**src/rtl/freq_sweep_ctrl.sv**
```systemverilog
// Frequency sweep controller.
// A serially loaded {START,STOP,STEP} configuration is copied into a shadow
// register on LOAD, and into the active register on GO. The controller then
// steps the increment word from START towards STOP once per step period,
// holds STOP for one more period, pulses DONE, and either stops or repeats.
//
// Handshake: LOAD, GO and ABORT are single-cycle strobes sampled on the
// rising edge of CLK; they have no ready/acknowledge. GO is accepted only in
// IDLE with a valid shadow config. ABORT has priority over everything else.
// DONE is a registered one-cycle pulse.
module freq_sweep_ctrl #(
  parameter int INCR_W   = 9,
  parameter int TICK_MAX = 25_000_000
) (
  input  logic              CLK,
  input  logic              RST_N,
  input  logic              SER_EN,
  input  logic              SER_IN,
  input  logic              LOAD,
  input  logic              GO,
  input  logic              ABORT,
  input  logic              MODE,
  output logic [INCR_W-1:0] INCR,
  output logic              BUSY,
  output logic              DONE,
  output logic              CFG_ERR,
  output logic [1:0]        STATE
);

  localparam int CFG_W  = 3 * INCR_W;
  localparam int TICK_W = (TICK_MAX > 0) ? $clog2(TICK_MAX + 1) : 1;
  localparam logic [TICK_W-1:0] TICK_END = TICK_W'(TICK_MAX);

  localparam logic [1:0] ST_IDLE   = 2'b00;
  localparam logic [1:0] ST_RUN    = 2'b01;
  localparam logic [1:0] ST_FINISH = 2'b10;

  logic [CFG_W-1:0]  sr_q, sr_d;
  logic [CFG_W-1:0]  shadow_q, shadow_d;
  logic [CFG_W-1:0]  active_q, active_d;
  logic [TICK_W-1:0] tick_q, tick_d;
  logic [INCR_W-1:0] incr_q, incr_d;
  logic [1:0]        state_q, state_d;
  logic              done_q, done_d;

  // Field views of the shadow and active configs.
  logic [INCR_W-1:0] sh_start, sh_stop, sh_step;
  logic [INCR_W-1:0] act_start, act_stop, act_step;
  logic [INCR_W:0]   sum;
  logic              sum_ge;
  logic              tick;
  logic              cfg_err;

  assign sh_start  = shadow_q[CFG_W-1 -: INCR_W];
  assign sh_stop   = shadow_q[2*INCR_W-1 -: INCR_W];
  assign sh_step   = shadow_q[INCR_W-1:0];
  assign act_start = active_q[CFG_W-1 -: INCR_W];
  assign act_stop  = active_q[2*INCR_W-1 -: INCR_W];
  assign act_step  = active_q[INCR_W-1:0];

  // One extra bit on the sum so a step past the top of the range cannot wrap.
  assign sum     = {1'b0, incr_q} + {1'b0, act_step};
  assign sum_ge  = (sum >= {1'b0, act_stop});
  assign tick    = (tick_q == TICK_END);
  assign cfg_err = (sh_step == '0) || (sh_start > sh_stop);

  // State and datapath registers, cleared asynchronously.
  always_ff @(posedge CLK or negedge RST_N) begin
    if (!RST_N) begin
      sr_q     <= '0;
      shadow_q <= '0;
      active_q <= '0;
      tick_q   <= '0;
      incr_q   <= '0;
      state_q  <= ST_IDLE;
      done_q   <= 1'b0;
    end else begin
      sr_q     <= sr_d;
      shadow_q <= shadow_d;
      active_q <= active_d;
      tick_q   <= tick_d;
      incr_q   <= incr_d;
      state_q  <= state_d;
      done_q   <= done_d;
    end
  end

  // Next-state logic; ABORT overrides GO and ticks.
  always_comb begin
    state_d = state_q;
    if (ABORT) begin
      state_d = ST_IDLE;
    end else begin
      case (state_q)
        ST_IDLE:   if (GO && !cfg_err) state_d = ST_RUN;
        ST_RUN:    if (tick && sum_ge) state_d = ST_FINISH;
        ST_FINISH: if (tick) state_d = MODE ? ST_RUN : ST_IDLE;
        default:   state_d = ST_IDLE;
      endcase
    end
  end

  // Datapath next values: config shifting/loading, tick counter, increment word.
  always_comb begin
    // LOAD sees the pre-shift contents because it samples sr_q, not sr_d.
    sr_d     = SER_EN ? {sr_q[CFG_W-2:0], SER_IN} : sr_q;
    shadow_d = LOAD ? sr_q : shadow_q;
    active_d = active_q;
    tick_d   = tick_q;
    incr_d   = incr_q;
    done_d   = 1'b0;
    if (ABORT) begin
      tick_d = '0;
      incr_d = '0;
    end else begin
      case (state_q)
        ST_IDLE: begin
          tick_d = '0;
          if (GO && !cfg_err) begin
            active_d = shadow_q;
            incr_d   = sh_start;
          end
        end
        ST_RUN: begin
          tick_d = tick ? '0 : tick_q + TICK_W'(1);
          if (tick) incr_d = sum_ge ? act_stop : sum[INCR_W-1:0];
        end
        ST_FINISH: begin
          tick_d = tick ? '0 : tick_q + TICK_W'(1);
          if (tick) begin
            done_d = 1'b1;
            incr_d = MODE ? act_start : '0;
          end
        end
        default: begin
          tick_d = '0;
          incr_d = '0;
        end
      endcase
    end
  end

  // Outputs decoded from registered state.
  always_comb begin
    BUSY    = (state_q == ST_RUN) || (state_q == ST_FINISH);
    STATE   = state_q;
    INCR    = incr_q;
    DONE    = done_q;
    CFG_ERR = cfg_err;
  end

endmodule

```
**config.mk**
```make
export PLATFORM = sky130hd
export DESIGN_NAME = freq_sweep_ctrl
export DESIGN_NICKNAME = d
export VERILOG_FILES = /design/src/rtl/freq_sweep_ctrl.sv
export SDC_FILE = /design/constraint.sdc
export NUM_CORES = 1
export LEC_CHECK = 0
export BUFFER_PORTS_ARGS = -buffer_cell sky130_fd_sc_hd__buf_4
export CAP_MARGIN = 20
export CELL_PAD_IN_SITES_DETAIL_PLACEMENT = 2
export CELL_PAD_IN_SITES_GLOBAL_PLACEMENT = 2
export CORE_ASPECT_RATIO = 0.5
export CORE_MARGIN = 4
export CORE_UTILIZATION = 25
export DETAILED_ROUTE_END_ITERATION = 16
export HOLD_SLACK_MARGIN = 0.1
export PLACE_DENSITY_LB_ADDON = 0.25
export SYNTH_ARGS = -nofsm -noshare
export SYNTH_HDL_FRONTEND = slang
export SYNTH_SLANG_ARGS = --single-unit
```
**constraint.sdc**
```tcl
create_clock -name CLK -period 3.75 [get_ports CLK]
set_clock_uncertainty 0.1 [all_clocks]
set_input_delay 0.5625 -clock CLK [delete_from_list [all_inputs] [get_ports CLK]]
set_output_delay 0.5625 -clock CLK [all_outputs]
set_load 0.1 [all_outputs]
```
==> results.yml <==
routing:
  vias_per_cell: 4.66
  firstDrtPassIters: 4
  first_iter_violations: 224
  routedWlPerCell_um: 18.1
  drc: 0
  routed_wl_mm: 16.1
  vias: 4159
  ant_nets: 0
final_layout:
  area_growth_pct: 19.6
  fillCellCount: 2582
  drive_above_1_share_pct: 24.4
  diodes: 0
  final_area_sq_um: 7310
  fin_nets: 607
synth:
  synth_nets: 576
  syn_inst: 533
  synth_top_cell_area_share_pct: 48.3
  avgSynthCellArea_sq_um: 11.5
  synth_area_leaders: "dfrtp_1 (48%), mux2_2 (9.6%), ha_1 (7.0%)"
  synth-seq-cells: 118
  yosysSeqAreaShare_pct: 48.3
  synth_ff_type: "dfrtp_1"
  synth_edf_count: 0
  yosysTopAreaCell: "dfrtp_1"
  syn_area_sq_um: 6110
  ys_warn_count: 0
  yosysUniqueCellTypes: 58
  synth-async-reset-ratio_pct: 100
clock_tree:
  post_cts_buffers: 0
  ctsLongestPathBuffers: 2
  cts_hold_buf: 0
  htreeDepth: 4
  clk-insertion-delay-late_ns: 0.43
  clk_pin_slew_ns: 0.06
  cts_resized: 0
  clock_sinks: 118
  cts_tree: "yes"
  clockRootBuffer: "clkbuf_16"
  numCtsBuffers: 17
global_route:
  met2_usage_pct: 20.5
  grt_max_degree: 58
  met1_usage_pct: 17.1
  use_met3_pct: 3.20
  antenna_found_initial: 0
  grt-ovfl-total: 0
  grt_pass1_wl_mm: 27.2
  grt-busiest-layer: "met2"
  grt_usage_pct: 12.8
  grt_pass1_vias: 4793
hold_path:
  hold_class: "input port to asynchronous set/reset pin"
worst_setup_path:
  end_kind: "register"
  path_max_fanout: 9
  required_ns: 3.94
  criticalPathCategory: "register to register"
  startpoint_type: "register"
  critPathArrivalTime_ns: 3.70
die:
  ioPinCount: 22
  rows: 40
  start_util_pct: 25.4
  core_area_sq_um: 24000
  dieHeight_um: 119
  die_w_um: 229
  die_area_sq_um: 27200
power_and_ir_drop:
  power_leakage_uw: 0.00324
  power_density_nw_per_um2: 969
  ir_drop_mv: 0.360
sta:
  finalHoldViolations: 0
  post-route-period-util_pct: 93.5
  rsz0062_at_grt: "true"
  fmax_mhz: 285
  maxSlewViolCount: 0
  tightest_slew_ns: 0.812
  max_slew_margin_pct: 45.9
  setup_ws_ns: 0.244
  tns_ns: 0
  setup_viol: 0
  fin_crit_ns: 3.51
place:
  place_area_sq_um: 6630
  pre_cts_ws_ns: 0.210
  portBuffers: 21
  dp_hpwl_mm: 11.7
  routabilityCongestion: 0.741
flow_run:
  maxCapViolCount: 0
run_status:
  run_status: "completed"
==> flip-flops by register name, summed over array words and instances, names as in the netlist <==
register / flops
DONE: 1
INCR: 9
STATE: 2
active_q: 27
shadow_q: 27
sr_q: 27
tick_q: 25
==> where the power goes <==
group	internal, uW	leakage, uW	switching (uW)
Clock	1180	0.000304	609
Sequential	1690	0.00151	349
Combinational	1330	0.00143	1920
==> cell type report <==
cell class                      instances  area, sq um  area share [%]
Clock buffer                           21          480            6.57
Inverter                               33          124            1.69
Sequential cell                       118         2950            40.4
Timing Repair Buffer                   29          221            3.03
Multi-Input combinational cell        365         2960            40.5
Tap cell                              315          394            5.39
Clock inverter                         11          171            2.35
==> cells in the final DEF, fill, tap and decap left out, types with 3 or more instances in the layout <==
cell / count
mux2_4: 12
clkbuf_8: 4
xor2_1: 17
nor2b_1: 9
buf_4: 28
inv_1: 32
nor2_1: 44
and4_1: 3
o21a_1: 4
a22oi_1: 9
nand3_1: 11
mux2_2: 52
nor3_1: 4
and3_1: 6
clkbuf_16: 17
a31oi_1: 3
o31ai_1: 9
a21oi_1: 8
mux2i_1: 25
nand2b_1: 3
bufinv_16: 4
nand4_1: 8
and2_1: 4
ha_1: 34
a21o_1: 4
nand2_1: 24
a211oi_1: 4
dfrtp_1: 117
o21ai_0: 20
xnor2_1: 8
clkinvlp_4: 5
==> cells in the mapped netlist, drive strengths merged, types with 3 or more instances <==
cell type / number
nand2b: 3
nor4: 3
and4: 3
and3: 6
o21a: 4
o31ai: 10
a211oi: 6
buf: 9
xnor2: 8
nor2: 44
nand3: 11
dfrtp: 118
a21oi: 8
clkbuf: 8
nor3: 6
and2: 4
a22oi: 9
nand2: 25
a21o: 6
o21ai: 21
mux2i: 25
mux2: 64
ha: 34
a31oi: 3
xor2: 17
inv: 32
nand4: 8
nor2b: 9
==> worst max-delay path, cell delays in order (launching register included) <==
cell and delay [ns]:
dfrtp_1 0.44, ha_1 0.35, a211oi_1 0.29, nor2_1 0.15, o31ai_2 0.29, xnor2_1 0.23, ha_1 0.31, a211oi_1 0.24
o2111ai_1 0.23, a21oi_1 0.25, buf_6 0.20, mux2i_1 0.21, o31ai_1 0.08
==> routing by layer <==
layer / share of wire, % / routed length, um / vias to the layer above
li1: - / - / 1957
met1: 49 / 7940 / 2164
met2: 47 / 7630 / 27
met3: 2.4 / 394 / 11
met4: 1.1 / 173 / 0
met5: 0 / 0 / -
==> cell families (layout without fill, tap and decap cells) <==
kind of cell | after synthesis | count (layout) | share of synthesized area [%]
simple gates | 134 | 134 | 11.3
flops | 118 | 118 | 48.3
mux | 89 | 89 | 16.6
compound gates | 82 | 82 | 9.40
buf+inv | 50 | 94 | 3.52
fa+ha+maj | 35 | 35 | 7.29
xor+xnor | 25 | 25 | 3.58
==> metrics by stage <==
step,utilization (%),power (uW),hold WS [ns],cells
floorplan,-,4400,0.167,533
CTS,30.3,7170,0.140,892
global placement,27.6,5200,0.393,860
detailed placement,27.6,5290,0.398,860
global route,30.4,7650,0.168,892
finish,30.4,7080,0.112,892
==> worst paths after layout <==
path	start	endpoint	slack, ns	depth (start not counted)
min in group CLK	SER_IN	sr_q[0]$_DFFE_PN0P_	0.29	2
setup / recovery	INCR[1]$_DFFE_PN0P_	INCR[2]$_DFFE_PN0P_	0.24	12
max in group asynchronous	RST_N	sr_q[8]$_DFFE_PN0P_	2.61	2
setup reg to reg	INCR[1]$_DFFE_PN0P_	INCR[2]$_DFFE_PN0P_	0.24	12
hold / removal	RST_N	sr_q[9]$_DFFE_PN0P_	0.11	1
hold reg to reg	sr_q[16]$_DFFE_PN0P_	shadow_q[16]$_DFFE_PN0P_	0.41	2
(Power assumes the default switching activity.)
